### src/rtl/mux16_scan_ctrl.sv
// Scan controller for a 16:1 mux: steps the select over the enabled channels,
// waits a settle time, and samples y into a 16-bit snapshot with valid/ready output.
module mux16_scan_ctrl #(
    parameter int unsigned SETTLE_CYCLES = 1
) (
    input  logic        clk,
    input  logic        rst,
    input  logic        start,
    input  logic        cont,
    input  logic [15:0] chan_en,
    input  logic        y,
    output logic [3:0]  sel,
    output logic        busy,
    output logic [15:0] data_out,
    output logic        out_valid,
    input  logic        out_ready
);

    typedef enum logic [1:0] {
        IDLE,
        SETTLE,
        SAMPLE,
        DONE
    } state_e;

    localparam logic [3:0] SETTLE_INIT = 4'(SETTLE_CYCLES);

    state_e      state_q, state_d;
    logic [15:0] mask_q, mask_d;
    logic [15:0] word_q, word_d;
    logic [15:0] data_q, data_d;
    logic [3:0]  sel_q, sel_d;
    logic [3:0]  cnt_q, cnt_d;

    logic        launch;
    logic [15:0] launchMask;
    logic [4:0]  hit;

    // Returns {found, index} of the lowest enabled channel at or above 'from'.
    function automatic logic [4:0] findEnabled(input logic [15:0] m, input int from);
        logic [4:0] r;
        r = '0;
        for (int i = 15; i >= 0; i--) begin
            if (m[i] && i >= from) begin
                r = {1'b1, 4'(i)};
            end
        end
        return r;
    endfunction

    always_comb begin
        state_d    = state_q;
        mask_d     = mask_q;
        word_d     = word_q;
        data_d     = data_q;
        sel_d      = sel_q;
        cnt_d      = cnt_q;
        launch     = 1'b0;
        launchMask = mask_q;
        hit        = '0;

        case (state_q)
            IDLE: begin
                if (start) begin
                    launch     = 1'b1;
                    launchMask = chan_en;
                end
            end
            SETTLE: begin
                cnt_d = cnt_q - 4'd1;
                if (cnt_q <= 4'd1) begin
                    state_d = SAMPLE;
                end
            end
            SAMPLE: begin
                word_d[sel_q] = y & mask_q[sel_q];
                hit = findEnabled(mask_q, int'(sel_q) + 1);
                if (hit[4]) begin
                    sel_d = hit[3:0];
                    if (SETTLE_CYCLES != 0) begin
                        state_d = SETTLE;
                        cnt_d   = SETTLE_INIT;
                    end else begin
                        state_d = SAMPLE;
                    end
                end else begin
                    data_d  = word_d;
                    state_d = DONE;
                end
            end
            DONE: begin
                if (out_ready) begin
                    if (cont) begin
                        launch = 1'b1;
                    end else begin
                        state_d = IDLE;
                        sel_d   = 4'd0;
                    end
                end
            end
            default: state_d = IDLE;
        endcase

        // An empty mask still spends one masked SAMPLE cycle, so its zero word
        // appears one edge after the start is accepted.
        if (launch) begin
            mask_d = launchMask;
            word_d = '0;
            hit    = findEnabled(launchMask, 0);
            sel_d  = hit[3:0];
            if (hit[4] && SETTLE_CYCLES != 0) begin
                state_d = SETTLE;
                cnt_d   = SETTLE_INIT;
            end else begin
                state_d = SAMPLE;
            end
        end
    end

    always_ff @(posedge clk) begin
        if (rst) begin
            state_q <= IDLE;
            mask_q  <= '0;
            word_q  <= '0;
            data_q  <= '0;
            sel_q   <= '0;
            cnt_q   <= '0;
        end else begin
            state_q <= state_d;
            mask_q  <= mask_d;
            word_q  <= word_d;
            data_q  <= data_d;
            sel_q   <= sel_d;
            cnt_q   <= cnt_d;
        end
    end

    assign sel       = sel_q;
    assign busy      = (state_q != IDLE);
    assign out_valid = (state_q == DONE);
    assign data_out  = data_q;

endmodule
### config.mk
export PLATFORM = sky130hd
export DESIGN_NAME = mux16_scan_ctrl
export DESIGN_NICKNAME = d
export VERILOG_FILES = /design/src/rtl/mux16_scan_ctrl.sv
export SDC_FILE = /design/constraint.sdc
export NUM_CORES = 1
export LEC_CHECK = 0
export ABC_AREA = 1
export BUFFER_PORTS_ARGS = -buffer_cell sky130_fd_sc_hd__buf_2
export CORE_MARGIN = 2
export CORE_UTILIZATION = 59
export DETAILED_ROUTE_END_ITERATION = 7
export PLACE_DENSITY = 0.87
export SLEW_MARGIN = 10
export SYNTH_ARGS = -nofsm -noshare
export SYNTH_HDL_FRONTEND = slang
export SYNTH_SLANG_ARGS = --single-unit
### constraint.sdc
create_clock -name clk -period 3.2 [get_ports clk]
set_input_delay 0.16 -clock clk [delete_from_list [all_inputs] [get_ports clk]]
set_output_delay 0.16 -clock clk [all_outputs]
set_load 0.01 [all_outputs]
# Word-level counts from Yosys, hierarchy flattened

Cells that the tools add are included.

Flip-flop bits (word level): 58
Input port bits: 22
Output and inout port bits: 22
Word-level logic and storage cells: 122

Add/sub/neg operators: 2
Order comparisons: 19
Equal/unequal tests: 7
Multiplexer cells: 61
Bitwise operators: 2
Reduce and logical (&&, ||, !) cells: 25

Operator list:

| operator                                                                         | number |
|---|---|
| 5-bit 2-to-1 mux                                                                 | 34 |
| 4-bit by 5-bit >= comparator with 1-bit output, first input constant             | 8 |
| 16-bit 2-to-1 mux                                                                | 2 |
| 4-bit 2-to-1 mux                                                                 | 7 |
| 3-bit by 5-bit >= comparator with 1-bit output, first input constant             | 4 |
| 1-bit logical AND                                                                | 17 |
| 16-bit bitwise mux                                                               | 1 |
| 4-bit case mux with 2 select lines                                               | 2 |
| 2-bit 2-to-1 mux                                                                 | 6 |
| 1-bit by 5-bit >= comparator with 1-bit output, first input constant             | 2 |
| 2-bit by 5-bit >= comparator with 1-bit output, first input constant             | 2 |
| 4-bit AND reduction                                                              | 2 |
| 3-bit inequality test, second input constant                                     | 2 |
| 2-bit case mux with 3 select lines                                               | 1 |
| 4-bit by 1-bit adder with 5-bit output, second input constant                    | 1 |
| 4-bit by 5-bit less-than comparator with 1-bit output, second input constant     | 1 |
| 1-bit 2-to-1 mux                                                                 | 5 |
| 1-bit binary-select mux with 4-bit select                                        | 1 |
| 1-bit demux with 4-bit select                                                    | 1 |
| 2-bit equality test, second input constant                                       | 2 |
| 4-bit by 1-bit >= comparator with 1-bit output, second input constant            | 1 |
| 4-bit by 1-bit less-or-equal comparator with 1-bit output, second input constant | 1 |
| 4-bit nonzero test                                                               | 1 |
| 4-bit by 1-bit subtractor with 4-bit output, second input constant               | 1 |
| other kinds (11)                                                                 | 11 |

# Longest topological paths before layout

Gate-level depths: netlist of the first run.

Depth after elaboration: 24
Gate-level depth with buffers: 25
Depth with buffers taken out: 25

# Worst setup path before layout of the first run

Ideal clock, no wire load.

Path kind: register to register
Start: register sel_q[0] (netlist: sel[0])
End: register data_q[3] (netlist: data_out[3])
Setup time: 117 ps
Arrival time: 2434 ps
Data required time: 3083 ps
Setup slack: 649 ps
Stages on the path, launching flop included: 18
Path buffers: 2
Period minus slack after synthesis: 2551 ps
Path through: dfxtp_1 > inv_1 > clkbuf_1 > ha_1 > nand3_2 > nor2_1 > o32ai_1 > nand2_1 > nand2_1 > nor2_2 > nand2_1 > nor2_4 > nand3_4 > nor2_8 > inv_2 > buf_2 > nor2_1 > nor2_1

Word-level cells in the longest chain between the ends: 22
Elaborated cells on any way between the ends: 61
Classes of those cells: add/sub (1); order compare (18); mux (22); bitwise (2); reduce/logical (18)

Ends and longest elaborated chain:

| what                                           | RTL line | RTL |
|---|---|---|
| from (decl)                                    | 32       | `logic [3:0] sel_q, sel_d;` |
| from (signal assigned)                         | 133      | `sel_q <= sel_d;` |
| 4-bit by 1-bit adder with 5-bit output         | 77       | `hit = findEnabled(mask_q, int'(sel_q) + 1);` |
| 4-bit by 5-bit >= comparator with 1-bit output | 44       | `if (m[i] && i >= from) begin` |
| 1-bit logical AND                              | 44       |  |
| 5-bit 2-to-1 mux (16 in a row)                 | 44       |  |
| 5-bit 2-to-1 mux                               | 62       | `case (state_q)` |
| 1-bit NOT (no line)                            | --       |  |
| 2-bit AND reduction (no line)                  | --       |  |
| to (signal assigned)                           | 132      | `data_q <= data_d;` |
| to (decl)                                      | 31       | `logic [15:0] data_q, data_d;` |

Parallel ways exist; a longest one is shown, timed or not. The select of a mux whose other input is x is not followed.
A chain may end at the register's enable or synchronous reset.

# Worst setup path in the final report of the first run

Start: register sel_q[0] (netlist: sel[0])
End: register state_q[1]

Word-level cells in the longest chain between the ends: 23
Elaborated cells on any way between the ends: 53
Classes of those cells: add/sub (1); order compare (16); mux (20); reduce/logical (16)

Ends and longest elaborated chain:

| what                                           | RTL line | RTL |
|---|---|---|
| 4-bit by 1-bit adder with 5-bit output (*)     | 77       |  |
| 4-bit by 5-bit >= comparator with 1-bit output | 44       |  |
| 1-bit logical AND                              | 44       |  |
| 5-bit 2-to-1 mux (15 in a row)                 | 44       |  |
| 5-bit 2-to-1 mux (*)                           | 44       |  |
| 5-bit 2-to-1 mux (*)                           | 62       |  |
| 2-bit 2-to-1 mux (*)                           | 78       | `if (hit[4]) begin` |
| 2-bit case mux with 3 select lines (*)         | 62       |  |
| 2-bit 2-to-1 mux (*)                           | 106      | `if (launch) begin` |
| to (signal assigned)                           | 129      | `state_q <= state_d;` |
| to (decl)                                      | 28       | `state_e state_q, state_d;` |

Every way passes the cells marked *; elsewhere a longest branch is shown, timed or not. The select of a mux whose other input is x is not followed.

==> results.md, run 1 <==
- Bufs and invs on worst path: 2
- Total die area: 6936 µm²
- Final core area utilization: 0.7022
- CTS tree: done
- Worst path arrival time: 3200 ps
- HPWL after DPL: 7.466 mm
- Avg Cell Area, Syn: 6.495 µm²
- Ys async rst share: 0
- CP max stage cell: dfxtp_1
- Status: completed
- Vias in the first global route: 3667
- First-pass GRT wire length: 16.81 mm
- GP Congestion: 0.9130
- Hold Path Class: primary input to register
- Total CTS buffers: 9
- Clock latency at the later pin of the worst-skew pair: 350 ps
- Fillers: 538
- CTS hold repair buffers: 0
- Via/cell ratio: 5.649
- Max Clock Skew: 10.10 ps
- Post-synth cell types: 35
- Avg WL per Cell: 14.47 µm
- DRT Wirelength: 10.01 mm
- Fin crit share: 0.9124
- Sequential area share after synthesis: 0.3131
- Leakage power: 2.116 nW
- Post-synth EDFFs: 0
- Slew Viols, Final: 0
- Ant diodes: 0
- DR DRC count: 0
- Rows: 28
- Crit Path Class: register to register
- Area growth, synth to finish: 13.43%
- Initial drt markers: 310
- Crit path cell chain: ha_1 -> inv_2 -> nand2_2 -> nand3_2 -> nor2_1 -> o32ai_1 -> nand2_1 -> nand2_1 -> nor2_2 -> nand2_1 -> nor2_4 -> nand3_4 -> nor2_8 -> buf_4 -> a21oi_1 -> o22ai_1
- Post-Syn Area: 3709 µm²
- Most common cell on crit path: nand2_1
- CP delay by family, top: simple AND/OR/NAND/NOR gates
- Max-cap violation count: 0
- Share of cells above drive strength 1: 0.1605
- Nets@finish: 646
- Postcts setup bufs: 0
- Actual slew at the worst max-slew pin: 664.5 ps
- Num ports: 44
- Synthesis-stage register bit count: 58
- Critical Path RT: 3480 ps
- Relative slew slack: 0.5565
- Ys flop type: dfxtp_1
- Input/output buffers: 43
- Core box area: 5991 µm²
- Vias: 3909
- Cells after Synth: 571
- DR pass1 iterations: 5
- Fmax: 0.3425 GHz
- CP Max Fanout: 22
- Sink Count: 58
- Die Y: 83.28 µm
- Final Hold Viols: 0
- Total gr overflow: 0
- Post-route ant nets: 0
- CTS Buffer Depth: 2
- Final setup TNS: 0 ps
- Total Routing Usage GR: 0.2957
- H-tree levels: 3
- Root Buffer: clkbuf_8
- Largest net degree at the start of global routing: 34
- Yosys Warn Count: 0
- Final critical-path required period: 2920 ps
- RSZ-0062 raised after global routing: false
- CP max stage delay: 560 ps
- Worst vdd ir: 0.0005713 V
- Setup-failing EPs final: 0
- Pwr dens: 1035 nW/µm²
- Crit. End Element: register
- Worst-path clk slew: 70 ps
- Initial antenna violation count: 0
- Die width: 83.28 µm
- Reg2reg setup slack: 280 ps
- CP Launch Type: register
- Post-CTS Resized: 0
- Starting Density: 0.6190
- Syn_nets: 605
==> sequential cells by signal, indices dropped and copies added, names as in the netlist <==
signal and cells:
data_out 16, word_q 16, sel 4, mask_q 16, cnt_q 4, state_q 2
==> per-layer routing <==
layer | wire [µm] | track usage | vias up | part of all wire
met4 | 262 | 0.1207 | 0 | 0.026
met2 | 4611 | 0.4861 | 174 | 0.46
met1 | 4366 | 0.3795 | 1773 | 0.44
met3 | 773 | 0.05765 | 23 | 0.077
li1 | - | - | 1939 | -
met5 | 0 | 0 | - | 0
==> path summary, 6_finish.rpt <==
path                                 start            to  cells past startpoint
worst min-delay path                   rst  data_out[13]                      2
worst max register to register      sel[0]    state_q[1]                     16
worst max-delay path                sel[0]    state_q[1]                     16
worst min register to register  word_q[14]    word_q[14]                      2
==> cells in the mapped netlist (all sizes together), types with 5 or more instances <==
cell	instances	area share
nand3	16	0.030
a211oi	11	0.026
clkbuf	15	0.015
buf	8	0.015
nand2	100	0.11
inv	89	0.090
nor3	7	0.0094
dfxtp	58	0.31
a21oi	57	0.080
a31oi	7	0.012
o21ai	83	0.11
ha	12	0.040
nor2	88	0.10
o31ai	5	0.010
==> final cells by class <==
| type | count | area, µm² | share of cell area |
|---|---|---|---|
| multi-input cells | 401 | 2102 | 0.4997 |
| flip-flops and latches | 58 | 1161 | 0.2760 |
| inverters | 89 | 334.1 | 0.07942 |
| repair buffers | 53 | 290.3 | 0.06901 |
| clock buffers | 9 | 123.9 | 0.02945 |
| clock inverters | 7 | 101.3 | 0.02409 |
| well taps | 75 | 93.84 | 0.02231 |
==> logic make-up after synthesis <==
| kind of cell | synth area share |
|---|---|
| AO/OA/AOI/OAI | 0.2601 |
| XOR/XNOR | 0.004724 |
| adder cells (fa/ha/maj) | 0.04048 |
| buffers and inverters | 0.1201 |
| flip-flops | 0.3131 |
| AND/OR/NAND/NOR | 0.2615 |
==> cell usage in the layout, fill, tap and decap left out, types with 3 or more instances in the layout <==
cell type and count:
buf_2 43, nand4_1 3, clkbuf_8 9, o211ai_1 4, inv_2 6, nor3_1 7
a21oi_1 54, a21oi_2 3, buf_4 10, a31oi_1 7, a211oi_2 3, a211oi_1 8
ha_1 12, nand3_1 13, nand2_4 3, o21ai_0 68, nor2_1 82, dfxtp_1 58
o31ai_1 5, inv_1 83, nand2_2 5, o21ai_1 15, nand2_1 92
==> power by group <==
part | internal [W] | switching (W)
sequential | 0.000951 | 0.000181
clock | 0.000443 | 0.000334
combinational | 0.000812 | 0.00163
total | 0.00221 | 0.00215
==> per-stage QoR <==
step	total power [W]	cells	instance area (µm²)	setup slack [ps]	hold WS [ps]
6_report	0.004353	692	4207	280.5	138.1
3_3_place_gp	0.003461	676	3981	406.1	462.3
3_5_place_dp	0.003517	676	3981	336.4	468.7
2_1_floorplan	0.002944	571	3709	648.6	453.4
4_1_cts	0.004317	692	4207	309.4	126.3
5_1_grt	0.004718	692	4207	93.26	137.3
No activity file was read; power rests on OpenSTA's default activity.
==> inputs of run 2 (changes only) <==
==> constraint.sdc (replaced) <==
create_clock -name clk -period 3.2 [get_ports clk]
set_input_delay 0.48 -clock clk [delete_from_list [all_inputs] [get_ports clk]]
set_output_delay 0.48 -clock clk [all_outputs]
set_load 0.01 [all_outputs]
==> results.md, run 2 (synthesis gave the netlist of run 1 again) <==
- Relative slew slack: 0.5474 (-0.009120)
- Slew Viols, Final: 0 (unchanged)
- Worst-path clk slew: 70 ps (about the same)
- Pwr dens: 1024 nW/µm² (-1.0%)
- Area growth, synth to finish: 12.79%
- Fin crit share: 0.8702 (-0.04217)
- Root Buffer: clkbuf_8
- Int Pwr: 0.002128 W (-3.5%)
- First-pass GRT wire length: 16.80 mm (about the same)
- Core box area: 5991 µm² (unchanged)
- Crit. End Element: register
- Initial drt markers: 292 (-5.8%)
- Hold Path Origin: rst
- HPWL after DPL: 7.501 mm (+0.47%)
- Starting Density: 0.6190 (unchanged)
- DR DRC count: 0 (unchanged)
- Post-CTS Resized: 0 (unchanged)
- Final Hold Viols: 0 (unchanged)
- GP Congestion: 0.9559 (+4.7%)
- Crit Path Class: register to register
- CP Launch Type: register
- Non-Filler Instances: 692 (unchanged)
- CTS hold repair buffers: 0 (unchanged)
- Total die area: 6936 µm² (unchanged)
- Reg2reg setup slack: 420 ps (+130 ps)
- Hold endpoint: cnt_q[0]
- Comb pwr share: 0.575 (+0.014)
- Ant diodes: 0 (unchanged)
- Rows: 28 (unchanged)
- Leading cell type in the layout, fill and taps excluded: nand2_1
- NetSw: 0.002155 W (+0.38%)
- Status: completed
- Sink Count: 58 (unchanged)
- Worst vdd ir: 0.0005732 V (+0.32%)
- Initial antenna violation count: 0 (unchanged)
- Via/cell ratio: 5.568 (-1.4%)
- Num ports: 44 (unchanged)
- Dpl cells: 676 (unchanged)
- Postcts setup bufs: 0 (unchanged)
- Net Sw Frac: 0.5031 (+0.009883)
- Largest net degree at the start of global routing: 34 (unchanged)
- Hold path cells: 2 (unchanged)
- R2R Path Start: sel[1]
- Die width: 83.28 µm (unchanged)
- Post-route ant nets: 0 (unchanged)
- Nets@finish: 646 (unchanged)
- Total CTS buffers: 9 (unchanged)
- Worst path arrival time: 3030 ps (-170 ps)
- Final core area utilization: 0.6982 (-0.003968)
- Final critical-path required period: 2785 ps (-134.9 ps)
- CTS Buffer Depth: 2 (unchanged)
- Critical Path RT: 3450 ps (-30 ps)
- Fin Hold WS: 468.9 ps (+330.8 ps)
- Most used cells in the layout excluding fill and tap cells: 92 x nand2_1, 83 x inv_1, 82 x nor2_1, 68 x o21ai_0, 58 x dfxtp_1
- Total gr overflow: 0 (unchanged)
- DRT Wirelength: 10.09 mm (+0.73%)
- R2R cell count: 15 (-1)
- Fmax: 0.3591 GHz (+4.8%)
- Sequential share of power: 0.262 (+0.002)
- Final setup TNS: 0 ps (unchanged)
- Leakage power: 2.099 nW (-0.82%)
- Share of cells above drive strength 1: 0.1605 (unchanged)
- Setup-failing EPs final: 0 (unchanged)
- CTS tree: done
- Clock latency at the later pin of the worst-skew pair: 350 ps (about the same)
- Max-cap violation count: 0 (unchanged)
- Avg WL per Cell: 14.58 µm (+0.73%)
- CP Max Fanout: 12 (-45%)
- RSZ-0062 raised after global routing: false
- Hold Path Class: primary input to register
- Clk network pwr share: 0.162 (-0.017)
- DR pass1 iterations: 6 (+1)
- RR Endpoint: cnt_q[2]
- Total Routing Usage GR: 0.2980 (+0.002294)
- Vias: 3853 (-1.4%)
- Input/output buffers: 43 (unchanged)
- Actual slew at the worst max-slew pin: 676.4 ps (+11.91 ps)
- Die Y: 83.28 µm (unchanged)
- Max Clock Skew: 7.828 ps (-2.271 ps)
- Vias in the first global route: 3667 (unchanged)
- H-tree levels: 3 (unchanged)
- Final Power: 0.004284 W (-1.6%)
## run 2: cell count changes in the layout (fill, tap and decap cells not counted)
cell,change
bufinv_16,-1
clkinv_4,-1
clkinvlp_4,+2
## run 2: final cells by class
type	count	area [µm²]
multi-input cells	401	2102
clock inverters	7	77.57
flip-flops and latches	58	1161
clock buffers	9	123.9
fillers	534	1808
well taps	75	93.84
inverters	89	334.1
repair buffers	53	290.3
## run 2: layer usage
layer / wire length (µm) / GRT usage / up-vias
li1: - / - / 1946
met2: 4642 / 0.4941 / 185
met3: 905 / 0.07157 / 21
met5: 0 / 0 / -
met4: 221 / 0.1103 / 0
met1: 4317 / 0.3752 / 1701
## run 2: per-stage QoR
stage               area [µm²]  setup slack [ps]
floorplan                 3709             648.6
global placement          3981             569.0
detailed placement        3981             531.6
CTS                       4183             492.5
global route              4183             222.9
finish                    4183             415.4
## run 2: worst max-delay path by stage
stage               slack [ps]  cells after the start           end   start
finish                     420                     15      cnt_q[2]  sel[1]
CTS                        490                     16  data_out[15]  sel[0]
floorplan                  650                     17   data_out[3]  sel[0]
detailed placement         530                     16  data_out[15]  sel[0]
global placement           570                     16  data_out[15]  sel[0]
global route               220                     15      cnt_q[2]  sel[1]
## run 2: critical path: stages (launching register included)
cell       delay, ps
dfxtp_1          330
inv_1            230
ha_1             360
inv_1            180
o32ai_1          430
nand2_1          120
nand2_1          120
nor2_2            50
nand2_1           90
nor2_4            50
nand3_4           90
nor2_8            60
inv_2            210
nand2_1          140
a2bb2oi_1        160
nor2_1            60
## run 2: power by group through the flow
stage | clock [W] | sequential, W | combinational [W]
3_3_place_gp | 0 | 0.00112 | 0.00235
4_1_cts | 0.000702 | 0.00112 | 0.00243
5_1_grt | 0.000727 | 0.00115 | 0.00277
6_report | 0.000696 | 0.00112 | 0.00246
2_1_floorplan | 0 | 0.00112 | 0.00183
3_5_place_dp | 0 | 0.00113 | 0.00240
==> inputs of run 3 (changes only) <==
--- a/config.mk
+++ b/config.mk
@@ -10,6 +10,7 @@
 export CORE_MARGIN = 2
 export CORE_UTILIZATION = 59
 export DETAILED_ROUTE_END_ITERATION = 7
+export GPL_TIMING_DRIVEN = 0
 export PLACE_DENSITY = 0.87
 export SLEW_MARGIN = 10
 export SYNTH_ARGS = -nofsm -noshare
==> results.md, run 3 (synthesis gave the netlist of run 1 again) <==
- Status: completed
- CTS hold repair buffers: 0 (unchanged)
- RSZ-0062 raised after global routing: false
- GP Congestion: 0.9788 (+2.4%)
- Total Routing Usage GR: 0.3010 (+0.003067)
- Postcts setup bufs: 0 (unchanged)
- Final setup TNS: 0 ps (unchanged)
- Hold Path Class: register to register
- Input/output buffers: 42 (-2.3%)
- Hold Path Origin: word_q[15]
- Net Sw Frac: 0.4939 (-0.009175)
- Clk network pwr share: 0.165 (+0.003)
- CTS Buffer Depth: 2 (unchanged)
- Slew Viols, Final: 0 (unchanged)
- Leakage power: 2.108 nW (+0.44%)
- NetSw: 0.002118 W (-1.7%)
- Critical Path RT: 3430 ps (-20 ps)
- Clock latency at the later pin of the worst-skew pair: 340 ps (about the same)
- Sequential share of power: 0.264 (+0.002)
- Vias in the first global route: 3714 (+1.3%)
- Initial drt markers: 323 (+11%)
- Final Hold Viols: 0 (unchanged)
- CP max stage cell: dfxtp_2
- Hold path cells: 2 (unchanged)
- Final critical-path required period: 2886 ps (+101.5 ps)
- Starting Density: 0.6190 (unchanged)
- Sink Count: 58 (unchanged)
- Crit. End Element: register
- Fin crit share: 0.9019 (+0.03172)
- Root Buffer: clkbuf_8
- Rows: 28 (unchanged)
- Footprint of the multi-input gates: 2102 µm² (unchanged)
- Relative slew slack: 0.6268 (+0.07942)
- Worst path arrival time: 3120 ps (+90 ps)
- Worst vdd ir: 0.0004879 V (-15%)
- CTS tree: done
- CP max stage delay: 430 ps (about the same)
- Bufs and invs on worst path: 4 (+1)
- Total die area: 6936 µm² (unchanged)
- Post-route ant nets: 0 (unchanged)
- Num ports: 44 (unchanged)
- RR Endpoint: data_out[9]
- HPWL after DPL: 7.699 mm (+2.6%)
- Total CTS buffers: 9 (unchanged)
- Initial antenna violation count: 0 (unchanged)
- Reg2reg setup slack: 310 ps (-100 ps)
- Avg WL per Cell: 14.22 µm (-2.5%)
- Core box area: 5991 µm² (unchanged)
- Leading cell type in the layout, fill and taps excluded: nand2_1
- CP Max Fanout: 11 (-1)
- Share of cells above drive strength 1: 0.1561 (-0.004403)
- Fillers: 531 (-0.56%)
- Design Area, Final: 4218 µm² (+0.84%)
- Fmax: 0.3465 GHz (-3.5%)
- Via/cell ratio: 5.585 (+0.30%)
- Post-CTS Resized: 0 (unchanged)
- Pwr dens: 1016 nW/µm² (-0.75%)
- Max-cap violation count: 0 (unchanged)
- Post-DP Area: 4013 µm² (+0.79%)
- Crit path cell chain: inv_1 -> clkbuf_2 -> ha_1 -> nand3_2 -> nor2_1 -> o32ai_1 -> nand2_1 -> nand2_1 -> nor2_2 -> nand2_1 -> nor2_4 -> nand3_4 -> nor2_8 -> inv_2 -> buf_2 -> nor2_1 -> nor2_1
- H-tree levels: 3 (unchanged)
- DR pass1 iterations: 5 (-1)
- Hold endpoint: word_q[15]
- Setup-failing EPs final: 0 (unchanged)
- Final core area utilization: 0.7041 (+0.005848)
- Comb pwr share: 0.571 (-0.004)
- Max Clock Skew: 16.59 ps (+8.762 ps)
- Seq. cell area: 1164 µm² (+0.22%)
- R2R Path Start: sel[0]
- Largest net degree at the start of global routing: 12 (-65%)
- Most used cells in the layout excluding fill and tap cells: 92 x nand2_1, 83 x inv_1, 82 x nor2_1, 68 x o21ai_0, 56 x dfxtp_1
- First-pass GRT wire length: 17.02 mm (+1.3%)
- Crit Path Class: register to register
- Area growth, synth to finish: 13.73%
- Actual slew at the worst max-slew pin: 557.8 ps (-118.7 ps)
- Total gr overflow: 0 (unchanged)
- DR DRC count: 0 (unchanged)
- Vias: 3926 (+1.9%)
- Worst-path clk slew: 70 ps (about the same)
- Nets@finish: 657 (+1.7%)
- Int Pwr: 0.002170 W (+1.9%)
- Die Y: 83.28 µm (unchanged)
- Ant diodes: 0 (unchanged)
- CP Launch Type: register
- CP delay by family, top: simple AND/OR/NAND/NOR gates
- Die width: 83.28 µm (unchanged)
- DRT Wirelength: 9.995 mm (-0.91%)
- R2R cell count: 17 (+2)
## run 3: cell count changes in the layout (fill, tap and decap cells not counted), moves of 2 or more
cell        previous run  this run
buf_2                 43        47
buf_4                 10         1
buf_6                  0         2
clkbuf_1               0        14
clkbuf_8               9        11
clkinvlp_4             4         2
dfxtp_1               58        56
dfxtp_2                0         2
## run 3: how the worst max path moves through the flow
stage                     startpoint           to  cells past startpoint
after floorplan               sel[0]  data_out[3]                     17
after global placement        sel[0]  data_out[9]                     17
after detailed placement      sel[0]  data_out[9]                     17
after CTS                     sel[0]  data_out[9]                     17
after global routing          sel[0]  data_out[9]                     17
final                         sel[0]  data_out[9]                     17
## run 3: metrics by stage
step	cells	power (W)	worst slack (ps)	hold slack [ps]
after floorplan	571	0.002944	648.6	453.4
after CTS	704	0.004250	122.3	479.7
after detailed placement	688	0.003530	141.5	471.8
after global routing	703	0.004670	65.17	505.5
after global placement	688	0.003464	198.0	461.7
final	703	0.004287	313.9	487.1
## run 3: power by group through the flow
stage | clock network (W) | logic [W] | registers, W
2_1_floorplan | 0 | 0.00183 | 0.00112
3_5_place_dp | 0 | 0.00240 | 0.00113
4_1_cts | 0.000714 | 0.00241 | 0.00112
6_report | 0.000706 | 0.00245 | 0.00113
3_3_place_gp | 0 | 0.00234 | 0.00112
5_1_grt | 0.000750 | 0.00276 | 0.00116
## run 3: worst min-delay path, stage by stage, from the launching register on
cell and delay [ps]:
dfxtp_1 310, nor2_1 80, a211oi_1 50
## run 3: routing by layer
layer	vias to the layer above	wire length, µm	global-route usage
met1	1764	4531	0.3978
met2	166	4468	0.4751
met5	-	0	0
met3	29	747	0.06461
li1	1967	-	-
met4	0	248	0.1282
## run 3: final cells by class
type                       count  area share
sequential                    58      0.2759
clock inverter                 4     0.01187
multi-input combinational    401      0.4984
timing repair buffer          42     0.04984
buffer                        22     0.02581
inverter                      89     0.07920
clock buffer                  12     0.03678
tap                           75     0.02225
